## config.mk

```make
export PLATFORM = sky130hd
export DESIGN_NAME = baud_tick_gen
export DESIGN_NICKNAME = d
export VERILOG_FILES = /design/src/rtl/baud_pkg.sv /design/src/rtl/frac_divider.sv /design/src/rtl/baud_tick_gen.sv
export SDC_FILE = /design/constraint.sdc
export NUM_CORES = 1
export LEC_CHECK = 0
export ABC_AREA = 1
export CAP_MARGIN = 20
export CORE_UTILIZATION = 58
export CTS_CLUSTER_SIZE = 24
export DETAILED_ROUTE_END_ITERATION = 8
export PLACE_DENSITY = 0.78
export SLEW_MARGIN = 20
export SYNTH_ARGS = -nofsm -noshare
export SYNTH_HDL_FRONTEND = slang
export SYNTH_HIERARCHICAL = 1
export SYNTH_SLANG_ARGS = --single-unit
```

## constraint.sdc

```tcl
create_clock -name clock -period 5.1 [get_ports clock]
set_input_delay 1.02 -clock clock [delete_from_list [all_inputs] [get_ports clock]]
set_output_delay 1.02 -clock clock [all_outputs]
set_load 0.02 [all_outputs]
```

## src/rtl/baud_pkg.sv

```systemverilog
// Shared widths, reset divisor and clamp constants
// for the fractional baud tick generator.
package baud_pkg;

  localparam int DEF_DIV_W        = 16;
  localparam int DEF_FRAC_W       = 4;
  localparam int DEF_OVERSAMPLE   = 16;
  localparam int DEF_RST_DIV_INT  = 325;
  localparam int DEF_RST_DIV_FRAC = 8;

  // Smallest usable os_tick period; 0 and 1 alias to this.
  localparam int MIN_DIV = 2;

endpackage

```

## src/rtl/frac_divider.sv

```systemverilog
// Fractional period counter: D or D+1 clocks per os_tick,
// with the extra clock chosen by accumulator carry-out.
module frac_divider
  import baud_pkg::*;
#(
  parameter int DIV_W  = DEF_DIV_W,
  parameter int FRAC_W = DEF_FRAC_W
) (
  input  logic              clock,
  input  logic              rst,
  input  logic              en,
  input  logic              sync_clear,
  input  logic [DIV_W-1:0]  div_int,
  input  logic [FRAC_W-1:0] div_frac,
  output logic              os_tick
);

  logic [DIV_W-1:0]  cnt;
  logic [DIV_W-1:0]  d_eff;
  logic [DIV_W-1:0]  last;
  logic [FRAC_W-1:0] acc;
  logic [FRAC_W:0]   acc_sum;
  logic              at_last;

  always_comb begin
    acc_sum = {1'b0, acc} + {1'b0, div_frac};
    if (div_int < DIV_W'(MIN_DIV)) begin
      d_eff = DIV_W'(MIN_DIV);
    end else begin
      d_eff = div_int;
    end
    if (acc_sum[FRAC_W]) begin
      last = d_eff;
    end else begin
      last = d_eff - DIV_W'(1);
    end
    // >= so a shorter divisor swapped in mid-count wraps at once
    at_last = (cnt >= last);
  end

  assign os_tick = en & ~sync_clear & at_last;

  always_ff @(posedge clock) begin
    if (rst) begin
      cnt <= '0;
      acc <= '0;
    end else if (sync_clear) begin
      cnt <= '0;
      acc <= '0;
    end else if (en) begin
      if (at_last) begin
        cnt <= '0;
        acc <= acc_sum[FRAC_W-1:0];
      end else begin
        cnt <= cnt + DIV_W'(1);
      end
    end
  end

endmodule

```

## src/rtl/baud_tick_gen.sv

```systemverilog
// Baud tick generator: oversample/baud strobes, baud_clk
// and a shadowed divisor swapped in on baud boundaries.
module baud_tick_gen
  import baud_pkg::*;
#(
  parameter int DIV_W        = DEF_DIV_W,
  parameter int FRAC_W       = DEF_FRAC_W,
  parameter int OVERSAMPLE   = DEF_OVERSAMPLE,
  parameter int RST_DIV_INT  = DEF_RST_DIV_INT,
  parameter int RST_DIV_FRAC = DEF_RST_DIV_FRAC
) (
  input  logic              clock,
  input  logic              rst,
  input  logic              en,
  input  logic              sync_clear,
  input  logic              cfg_valid,
  input  logic [DIV_W-1:0]  cfg_div_int,
  input  logic [FRAC_W-1:0] cfg_div_frac,
  output logic              cfg_ready,
  output logic              os_tick,
  output logic              baud_tick,
  output logic              baud_clk
);

  localparam int OSW =
    (OVERSAMPLE > 2) ? $clog2(OVERSAMPLE) : 1;
  localparam logic [OSW-1:0] OS_LAST =
    OSW'(OVERSAMPLE - 1);
  localparam logic [OSW-1:0] OS_MID =
    OSW'(OVERSAMPLE / 2 - 1);

  logic [DIV_W-1:0]  div_int_q;
  logic [FRAC_W-1:0] div_frac_q;
  logic [DIV_W-1:0]  shadow_int;
  logic [FRAC_W-1:0] shadow_frac;
  logic              pending;
  logic [OSW-1:0]    os_cnt;
  logic              baud_clk_q;
  logic              os_wrap;
  logic              os_half;
  logic              accept;
  logic              apply;

  frac_divider #(
    .DIV_W  (DIV_W),
    .FRAC_W (FRAC_W)
  ) u_frac_divider (
    .clock      (clock),
    .rst        (rst),
    .en         (en),
    .sync_clear (sync_clear),
    .div_int    (div_int_q),
    .div_frac   (div_frac_q),
    .os_tick    (os_tick)
  );

  assign os_wrap   = (os_cnt == OS_LAST);
  assign os_half   = (os_cnt == OS_MID);
  assign baud_tick = os_tick & os_wrap;
  assign baud_clk  = baud_clk_q;
  assign cfg_ready = ~pending;

  // Swap on a baud edge, or at once when the phase is idle or reset
  assign accept = cfg_valid & ~pending;
  assign apply  = pending & (baud_tick | ~en | sync_clear);

  always_ff @(posedge clock) begin
    if (rst) begin
      div_int_q   <= DIV_W'(RST_DIV_INT);
      div_frac_q  <= FRAC_W'(RST_DIV_FRAC);
      shadow_int  <= '0;
      shadow_frac <= '0;
      pending     <= 1'b0;
    end else if (apply) begin
      div_int_q  <= shadow_int;
      div_frac_q <= shadow_frac;
      pending    <= 1'b0;
    end else if (accept) begin
      shadow_int  <= cfg_div_int;
      shadow_frac <= cfg_div_frac;
      pending     <= 1'b1;
    end
  end

  always_ff @(posedge clock) begin
    if (rst) begin
      os_cnt     <= '0;
      baud_clk_q <= 1'b0;
    end else if (sync_clear) begin
      os_cnt     <= '0;
      baud_clk_q <= 1'b0;
    end else if (os_tick) begin
      if (os_wrap) begin
        os_cnt <= '0;
      end else begin
        os_cnt <= os_cnt + OSW'(1);
      end
      if (os_wrap | os_half) begin
        baud_clk_q <= ~baud_clk_q;
      end
    end
  end

endmodule
```

Yosys cells after proc, flatten, opt, wreduce, memory -nomap -nowiden
Cells that the tools add are included.

Add/sub/neg operators: 4. $lt $le $gt $ge: 2. Equal/unequal tests: 2. Multiplexer cells: 4. Bitwise gates (word level): 13. Reduce and logical (&&, ||, !) cells: 5.

Operator list (number): 16-bit 2-to-1 mux (3); 16-bit by 1-bit adder with 16-bit output (second input constant) (1); 16-bit >= comparator (1); 16-bit by 2-bit < comparator with 1-bit output (second input constant) (1); 16-bit by 1-bit subtractor with 16-bit output (second input constant) (1); 2-bit AND reduction (3); 4-bit by 4-bit adder with 5-bit output (1); 1-bit AND (5); 1-bit NOT (5); 4-bit by 1-bit adder with 4-bit output (second input constant) (1); 4-bit by 3-bit equality test with 1-bit output (second input constant) (1); 4-bit equality test (second input constant) (1); 4-bit 2-to-1 mux (1); 2-bit OR reduction (2); 1-bit OR (3).

Bits in registers: 66. Bits of input ports: 25. Output and inout bits: 4. Logic and storage cells: 39.

Depth between registers and ports, before layout
Gate-level depths: netlist of run 1.

Word-level depth: 12. Depth in mapped cells: 29. Mapped depth without buffers: 29.

Hierarchy
The synthesis of run 1 kept the hierarchy.

Modules (own cells, without submodules): frac_divider (times used 1, cells each 268, area each 1866.8 um2, seq. area each 400.4 um2); baud_tick_gen (times used 1, cells each 231, area each 1780.5 um2, seq. area each 920.9 um2).

Worst setup path before layout of run 1
OpenSTA, ideal clock, no wires.

Path type: register to output. From: register div_frac_q[0]. To: output port baud_tick. Data arrival time: 3.448 ns. Required time: 4.080 ns. Slack: 0.632 ns. Stages on the path, launching flop included: 21. Path buffers: 0. Path through: dfxtp_1 > ha_1 > inv_1 > fa_1 > nor3_1 > nor2_4 > nand3_2 > nor2_1 > nand3_1 > nand2_1 > nand2_1 > inv_1 > ha_1 > nand2_1 > nor3_1 > nand2_2 > nand2_4 > nand2_2 > nor2_1 > nand2_1 > nor2_1.

Longest elaborated chain between the ends: 5.

Ends and longest elaborated chain: start, declared (line baud_tick_gen.sv:33) `logic [FRAC_W-1:0] div_frac_q;`; start signal, assigned (line baud_tick_gen.sv:70) `div_frac_q <= FRAC_W'(RST_DIV_FRAC);`; start signal, assigned (line baud_tick_gen.sv:76) `div_frac_q <= shadow_frac;`; 4-bit by 4-bit adder with 5-bit output (line frac_divider.sv:26) `acc_sum = {1'b0, acc} + {1'b0, div_frac};`; 16-bit 2-to-1 mux (line frac_divider.sv:32) `if (acc_sum[FRAC_W]) begin`; 16-bit >= comparator (line frac_divider.sv:38) `at_last = (cnt >= last);`; 1-bit AND (line frac_divider.sv:41) `assign os_tick = en & ~sync_clear & at_last;`; named net os_tick (line baud_tick_gen.sv:20) `output logic os_tick,`; 1-bit AND (line baud_tick_gen.sv:59) `assign baud_tick = os_tick & os_wrap;`; end, declared (line baud_tick_gen.sv:21) `output logic baud_tick,`.

The timed path passes the listed nets, and every way through them passes these cells.

Final worst setup path of run 1
From: register div_frac_q[0]. To: output port baud_tick.

Longest elaborated chain between the ends: 5.

Ends and longest elaborated chain (line): 4-bit by 4-bit adder with 5-bit output (frac_divider.sv:26); 16-bit 2-to-1 mux (frac_divider.sv:32); 16-bit >= comparator (frac_divider.sv:38); 1-bit AND (frac_divider.sv:41); 1-bit AND (baud_tick_gen.sv:59).

No other way between the ends.

==> results of run 1 <==
worst min-delay path, cell delays in order, from the launching register on:
cell	delay (ps)
dfxtp_1	300
inv_1	60
a21oi_1	60
logic make-up (layout without fill, tap and decap cells):
| group | after synthesis | in the layout |
|---|---|---|
| xor gates and xnor gates | 25 | 25 |
| AOI/OAI and AO/OA | 85 | 85 |
| buffers and inverters | 76 | 109 |
| adders and majority gates | 24 | 24 |
| muxes | 1 | 1 |
| and+or+nand+nor | 222 | 222 |
| DFF | 66 | 66 |
cells in the mapped netlist (4+ instances only):
master	count
buf_6	4
clkbuf_1	6
nand3_1	37
nand4_1	6
nor2_1	62
nand2_1	80
dfxtp_1	66
buf_2	4
xnor2_1	10
ha_1	23
nor2_2	13
xor2_1	15
nand2_2	4
inv_1	56
a21oi_1	46
nor3_1	8
o21ai_0	30
layout make-up:
cell class                      instances  area [um^2]  area share
Multi-Input combinational cell        357         2030       0.478
Sequential cell                        66         1320       0.312
Timing Repair Buffer                   34          323      0.0761
Inverter                               60          225      0.0531
Clock buffer                           11          151      0.0357
Clock inverter                          4         98.8      0.0233
Tap cell                               75         93.8      0.0221
metal layers:
metal / part of all wire / track usage / up-vias
li1: - / - / 1672
met1: 0.46 / 0.308 / 1418
met2: 0.48 / 0.423 / 55
met3: 0.037 / 0.0584 / 14
met4: 0.018 / 0.0929 / 0
met5: 0 / 0 / -
cells in the final DEF (no fill, tap or decap), types with 3 or more instances in the layout:
cell / count
ha_1: 23
buf_4: 6
nand2_2: 4
inv_2: 3
dfxtp_1: 66
nand3_1: 37
a21oi_1: 46
clkdlybuf4s50_1: 26
nand4_1: 6
inv_1: 56
clkbuf_8: 11
nor3_1: 5
nor2_2: 13
nor2_1: 62
o21ai_1: 3
xor2_1: 15
xnor2_1: 10
nor3_2: 4
nand2_1: 80
o21ai_0: 29
bufinv_16: 3
where the power goes:
group / leakage (nW) / switching (mW) / internal [mW] / total, mW
Clock: 0.126 / 0.199 / 0.350 / 0.549
Combinational: 1.12 / 0.0969 / 0.0698 / 0.167
Sequential: 0.540 / 0.0196 / 0.543 / 0.562
registers in the layout (all words and copies together), names as in the netlist:
register and flops:
div_int_q 16, shadow_int 16, shadow_frac 4, baud_clk 1, os_cnt 4, u_frac_divider/acc 4, div_frac_q 4, pending 1
u_frac_divider/cnt 16
how the worst min path moves through the flow:
stage,start,endpoint,slack (ps),cells after the start
finish,shadow_int[7]$_SDFFE_PP0P_,shadow_int[7]$_SDFFE_PP0P_,460,2
floorplan,shadow_int[9]$_SDFFE_PP0P_,shadow_int[9]$_SDFFE_PP0P_,430,2
detailed placement,shadow_int[3]$_SDFFE_PP0P_,shadow_int[3]$_SDFFE_PP0P_,450,2
global route,shadow_int[1]$_SDFFE_PP0P_,shadow_int[1]$_SDFFE_PP0P_,480,2
global placement,shadow_int[13]$_SDFFE_PP0P_,shadow_int[13]$_SDFFE_PP0P_,440,2
CTS,shadow_int[7]$_SDFFE_PP0P_,shadow_int[7]$_SDFFE_PP0P_,460,2
repair_timing:
item | in CTS | in global routing
hold buffers | 0 | 0
resized for setup | 4 | 4
cloned | 0 | 0
setup endpoints to repair | 2 | 2
==> impl_results.md, run 1 <==
- Power Density: 301 nW/um^2
- GRT overflow: 0
- Async S/R FF share, synth: 0
- Diode count: 0
- Final setup fails: 0
- Drt initial violations: 191
- Final worst-path setup slack: 430 ps
- Number of global-route vias before repair: ~2900
- Top cell type by total area after synthesis: dfxtp_1
- Total CTS buffers: 9
- Outcome: finished, final reports clean
- Most Frequent Cell on Critical Path: nand2_1
- Reg clk slew, reported paths: 70 ps
- # port buffers: 28
- Area growth from synthesis to layout: 16.3%
- TritonRoute pass-1 iters: 4
- Die Y: 81.3 um
- # fillers: 507
- Worst slew pin tran: 1010 ps
- CTS tree: done
- #FFs+latches synth: 66
- Placed inst area: 3970 um^2
- Fraction of layout cells with a size suffix above 1: 0.103
- Net Count, Synth: 548
- Reg2reg path depth: 22
- CTS Buffer Depth: 2
- Slew headroom: 0.329
- First-pass GRT wire length: 12700 um
- DP Wirelength: 5410 um
- Critical register-to-register path startpoint: div_frac_q[0]$_SDFFE_PP0P_
- CTS Sinks: 66
- Max Freq: 214 MHz
- H-tree depth: 3
- R2R Setup Slk: 940 ps
- Initial Util: 0.609
- Peak supply drop: 0.186 mV
- Synth Flop Type: dfxtp_1
- I/O Pins: 29
- Slew Viols, Final: 0
- Complex-gate fraction of the synthesized area: 0.124
- Root buf cell: clkbuf_8
- Setup TNS: 0 ps
- CP Max Fanout: 9
- DRC: 0
- CP top delay family: simple AND/OR/NAND/NOR gates
- Slowest cell delay on critical path: 450 ps
- Post-synthesis sequential area ratio: 0.362
- CP cell instances: ha_1 -> inv_1 -> fa_1 -> nor3_4 -> nor2_4 -> nand4_1 -> nor2_2 -> nand3_1 -> nand2_1 -> ha_1 -> nand2_1 -> o21ai_1 -> a21oi_2 -> nand2_4 -> nand2_2 -> nor2_1 -> nand2_1 -> nor2_1 -> clkbuf_2
- Number of synthesized flops with an enable pin: 0
- Synth Cell Area: 3650 um^2
- DR WL/cell: 12.2 um
- Minimum clock period: around 4700 ps
- Dpl cells: around 600
- Max-cap violation count: 0
- Buf+Inv Stages, Crit Path: 2
- Setup slack after placement: 241 ps
- Syn Area/Cell: 7.31 um^2
- CP endpoint kind: primary output
- Dominant cells by area after synthesis: dfxtp_1, nand2_1, ha_1, nor2_1, a21oi_1
- Synth Area in Simple Gates: 0.279
- Post-synthesis mux area share: 0.00274
- Setup bufs post-CTS: 0
- WS Path Type: flip-flop to primary output
- Via density: 5.20
- WP data arrival: 3650 ps
- Gpl congestion: 0.954
- Post-synthesis adder-cell area fraction: 0.0844
- Pleak: 1.79 nW
- Post-Route Skew: approximately 9.0 ps
- Worst Setup SP: div_frac_q[0]$_SDFFE_PP0P_
- Startpoint Class: flip-flop
- Worst min path class: flip-flop to flip-flop
- Setup crit end: baud_tick
- Post-Syn Instances: 499
- Via count: about 3200
- GRT Overall Usage: 0.251
- Main combinational cell family by area after synthesis: simple AND/OR/NAND/NOR gates
- Final Hold Viols: 0
- RSZ-0062 raised after global routing: false
- Worst path slowest cell: fa_1
- CP Depth: 19
- Post-route ant nets: 0
- Period utilization: 0.916
- Nets@finish: around 580
- DRT Wirelength: 7420 um
- Post-synthesis xor/xnor area fraction: 0.0600
- Fin util: 0.708
- Die width: 81.3 um
- Final Cell Area: 4240 um^2
- Synth unique cells: 37
- Syn. warnings: 6
- Synth top area share: 0.362
- Core area: ~6000 um^2
- Worst EP required: 4080 ps
- Reg2reg end: div_int_q[12]$_SDFFE_PP0P_
- Design Power: 1.28 mW
- Final cell count without fillers: just over 600
- Num rows: 28
- Full die area: between 6000 and 7000 um^2
- Clk_lat worst skew: 340 ps
- Largest net degree at the start of global routing: 42
- Hold Worst Slack: 456 ps
- Initial antenna violation count: 0
(Power assumes the default switching activity.)
==> run 2, diff against run 1 <==
--- a/config.mk
+++ b/config.mk
@@ -7,10 +7,12 @@
 export LEC_CHECK = 0
 export ABC_AREA = 1
 export CAP_MARGIN = 20
-export CORE_UTILIZATION = 58
+export CELL_PAD_IN_SITES_DETAIL_PLACEMENT = 1
+export CELL_PAD_IN_SITES_GLOBAL_PLACEMENT = 2
+export CORE_UTILIZATION = 34
 export CTS_CLUSTER_SIZE = 24
 export DETAILED_ROUTE_END_ITERATION = 8
-export PLACE_DENSITY = 0.78
+export PLACE_DENSITY = 0.79
 export SLEW_MARGIN = 20
 export SYNTH_ARGS = -nofsm -noshare
 export SYNTH_HDL_FRONTEND = slang
==> impl_results.md, run 2 (same netlist as run 1, synthesis figures left out) <==
- Outcome: finished, final reports clean (unchanged)
- Number of global-route vias before repair: 3248 (was 2853)
- Nets@finish: 580 (was 577)
- Peak supply drop: 0.125 mV (was 0.186 mV)
- CP endpoint kind: primary output (unchanged)
- Design Power: 1.20 mW (was 1.28 mW)
- Reg clk slew, reported paths: 80 ps (was 70 ps)
- Largest net degree at the start of global routing: 42 (unchanged)
- First-pass GRT wire length: 15200 um (was 12700 um)
- Minimum clock period: 4700 ps (was 4670 ps)
- Initial Util: 0.352 (was 0.609)
- RSZ-0062 raised after global routing: false (unchanged)
- H-tree depth: 3 (unchanged)
- Max-cap violation count: 0 (unchanged)
- DP Wirelength: 6740 um (was 5410 um)
- GRT overflow: 0 (unchanged)
- Via density: 4.74 (was 5.20)
- Root buf cell: clkbuf_8 (unchanged)
- Final Hold Viols: 0 (unchanged)
- CP Max Fanout: 9 (unchanged)
- Via count: 3185 (was 3159)
- CTS tree: done (unchanged)
- Power Density: 279 nW/um^2 (was 301 nW/um^2)
- CTS Buffer Depth: 2 (unchanged)
- Fraction of layout cells with a size suffix above 1: 0.112 (was 0.103)
- WP data arrival: 3680 ps (was 3650 ps)
- Initial antenna violation count: 0 (unchanged)
- Clk_lat worst skew: 350 ps (was 340 ps)
- Startpoint Class: flip-flop (unchanged)
- I/O Pins: 29 (unchanged)
- Die Y: 106 um (was 81.3 um)
- DR WL/cell: 13.1 um (was 12.2 um)
- GRT Overall Usage: 0.171 (was 0.251)
- Core area: 10400 um^2 (was 5990 um^2)
- Worst EP required: 4080 ps (about the same)
- Slew headroom: 0.345 (was 0.329)
- Leading registers by flop count: div_int_q: 16 flops, shadow_int: 16 flops, u_frac_divider/cnt: 16 flops (unchanged)
- Final setup fails: 0 (unchanged)
- Max Freq: 213 MHz (was 214 MHz)
- DRC: 0 (unchanged)
- # port buffers: 28 (unchanged)
- Slew Viols, Final: 0 (unchanged)
- DRT Wirelength: 8820 um (was 7420 um)
- Pleak: 1.77 nW (was 1.79 nW)
- Gpl congestion: 0.805 (was 0.954)
- Post-Route Skew: 9.02 ps (was 8.96 ps)
- Commonest non-fill, non-tap cell in the layout: nand2_1 (unchanged)
- Final worst-path setup slack: 400 ps (was 430 ps)
- Setup slack after placement: 175 ps (was 241 ps)
- Area growth from synthesis to layout: 17.6% (was 16.3%)
- TritonRoute pass-1 iters: 4 (unchanged)
- Drt initial violations: 57 (was 191)
- Setup TNS: 0 ps (unchanged)
- Post-route ant nets: 0 (unchanged)
- Full die area: 11100 um^2 (was 6610 um^2)
- Period utilization: 0.922 (was 0.916)
- WS Path Type: flip-flop to primary output (unchanged)
- CTS Sinks: 66 (unchanged)
- Worst slew pin tran: 977 ps (was 1010 ps)
- Commonest cells after routing, fill and taps aside: nand2_1, dfxtp_1, nor2_1 (unchanged)
- Die width: 106 um (was 81.3 um)
- Total CTS buffers: 9 (unchanged)
- Num rows: 37 (was 28)
- Hold Worst Slack: 455 ps (was 456 ps)
- Diode count: 0 (unchanged)
- Worst min path class: flip-flop to flip-flop (unchanged)
[run 2: per-stage QoR]
stage | utilization | cells | cell area, um^2
floorplan | - | 499 | 3650
global placement | 0.392 | 656 | 4070
detailed placement | 0.392 | 656 | 4070
CTS | 0.413 | 672 | 4290
global route | 0.413 | 672 | 4290
finish | 0.413 | 672 | 4290
[run 2: what timing repair did]
| action | 4_1_cts | 5_1_grt |
|---|---|---|
| hold buffers | 0 | 0 |
| setup endpoints to repair | 2 | 2 |
| resized for setup | 4 | 4 |
| setup buffers | 0 | 0 |
[run 2: worst paths after layout]
| path | startpoint | end | slack [ps] | cells after the start |
|---|---|---|---|---|
| setup / recovery | div_frac_q[0]$_SDFFE_PP0P_ | baud_tick | 400 | 21 |
| hold / removal | shadow_int[10]$_SDFFE_PP0P_ | shadow_int[10]$_SDFFE_PP0P_ | 460 | 2 |
| setup reg to reg | div_frac_q[0]$_SDFFE_PP0P_ | div_int_q[11]$_SDFFE_PP0P_ | 1030 | 24 |
| hold reg to reg | shadow_int[10]$_SDFFE_PP0P_ | shadow_int[10]$_SDFFE_PP0P_ | 460 | 2 |
[run 2: where the power goes]
group | switching [mW] | internal [mW]
Combinational | 0.102 | 0.0724
Sequential | 0.0184 | 0.542
Clock | 0.220 | 0.240
[run 2: metal layers]
| layer | wire (um) | vias up | GRT usage |
|---|---|---|---|
| met5 | 0 | - | 0 |
| met4 | 105 | 0 | 0.0506 |
| met3 | 198 | 8 | 0.0353 |
| met2 | 4220 | 33 | 0.298 |
| met1 | 4300 | 1469 | 0.213 |
| li1 | - | 1675 | - |
[run 2: cell type report]
cell class	instances	area [um^2]
sequential	66	1320
tap	136	170
inverter	60	225
timing repair buffer	37	345
clock buffer	10	138
multi-input combinational	357	2020
fill	1328	6080
clock inverter	6	65.1
[run 2: critical path, stage by stage, from the launching register on]
cell and delay (ps):
dfxtp_1 370, ha_1 190, inv_1 60, fa_1 410, nor3_2 260, nor2_4 100, nand3_2 110, nor2_1 60
nand3_1 100, nand2_1 70, nand2_1 60, inv_1 40, ha_1 290, nand2_1 90, nor3_2 210, nand2_2 110
nand2_4 120, nand2_2 90, nor2_1 160, nand2_1 140, nor2_1 110, clkbuf_2 170
==> run 3, diff against run 2 <==
--- a/config.mk
+++ b/config.mk
@@ -6,7 +6,7 @@
 export NUM_CORES = 1
 export LEC_CHECK = 0
 export ABC_AREA = 1
-export CAP_MARGIN = 20
+export CAP_MARGIN = 10
 export CELL_PAD_IN_SITES_DETAIL_PLACEMENT = 1
 export CELL_PAD_IN_SITES_GLOBAL_PLACEMENT = 2
 export CORE_UTILIZATION = 34
==> results of run 3 <==
Final layout, timing and power as in run 2 (identical DEF).
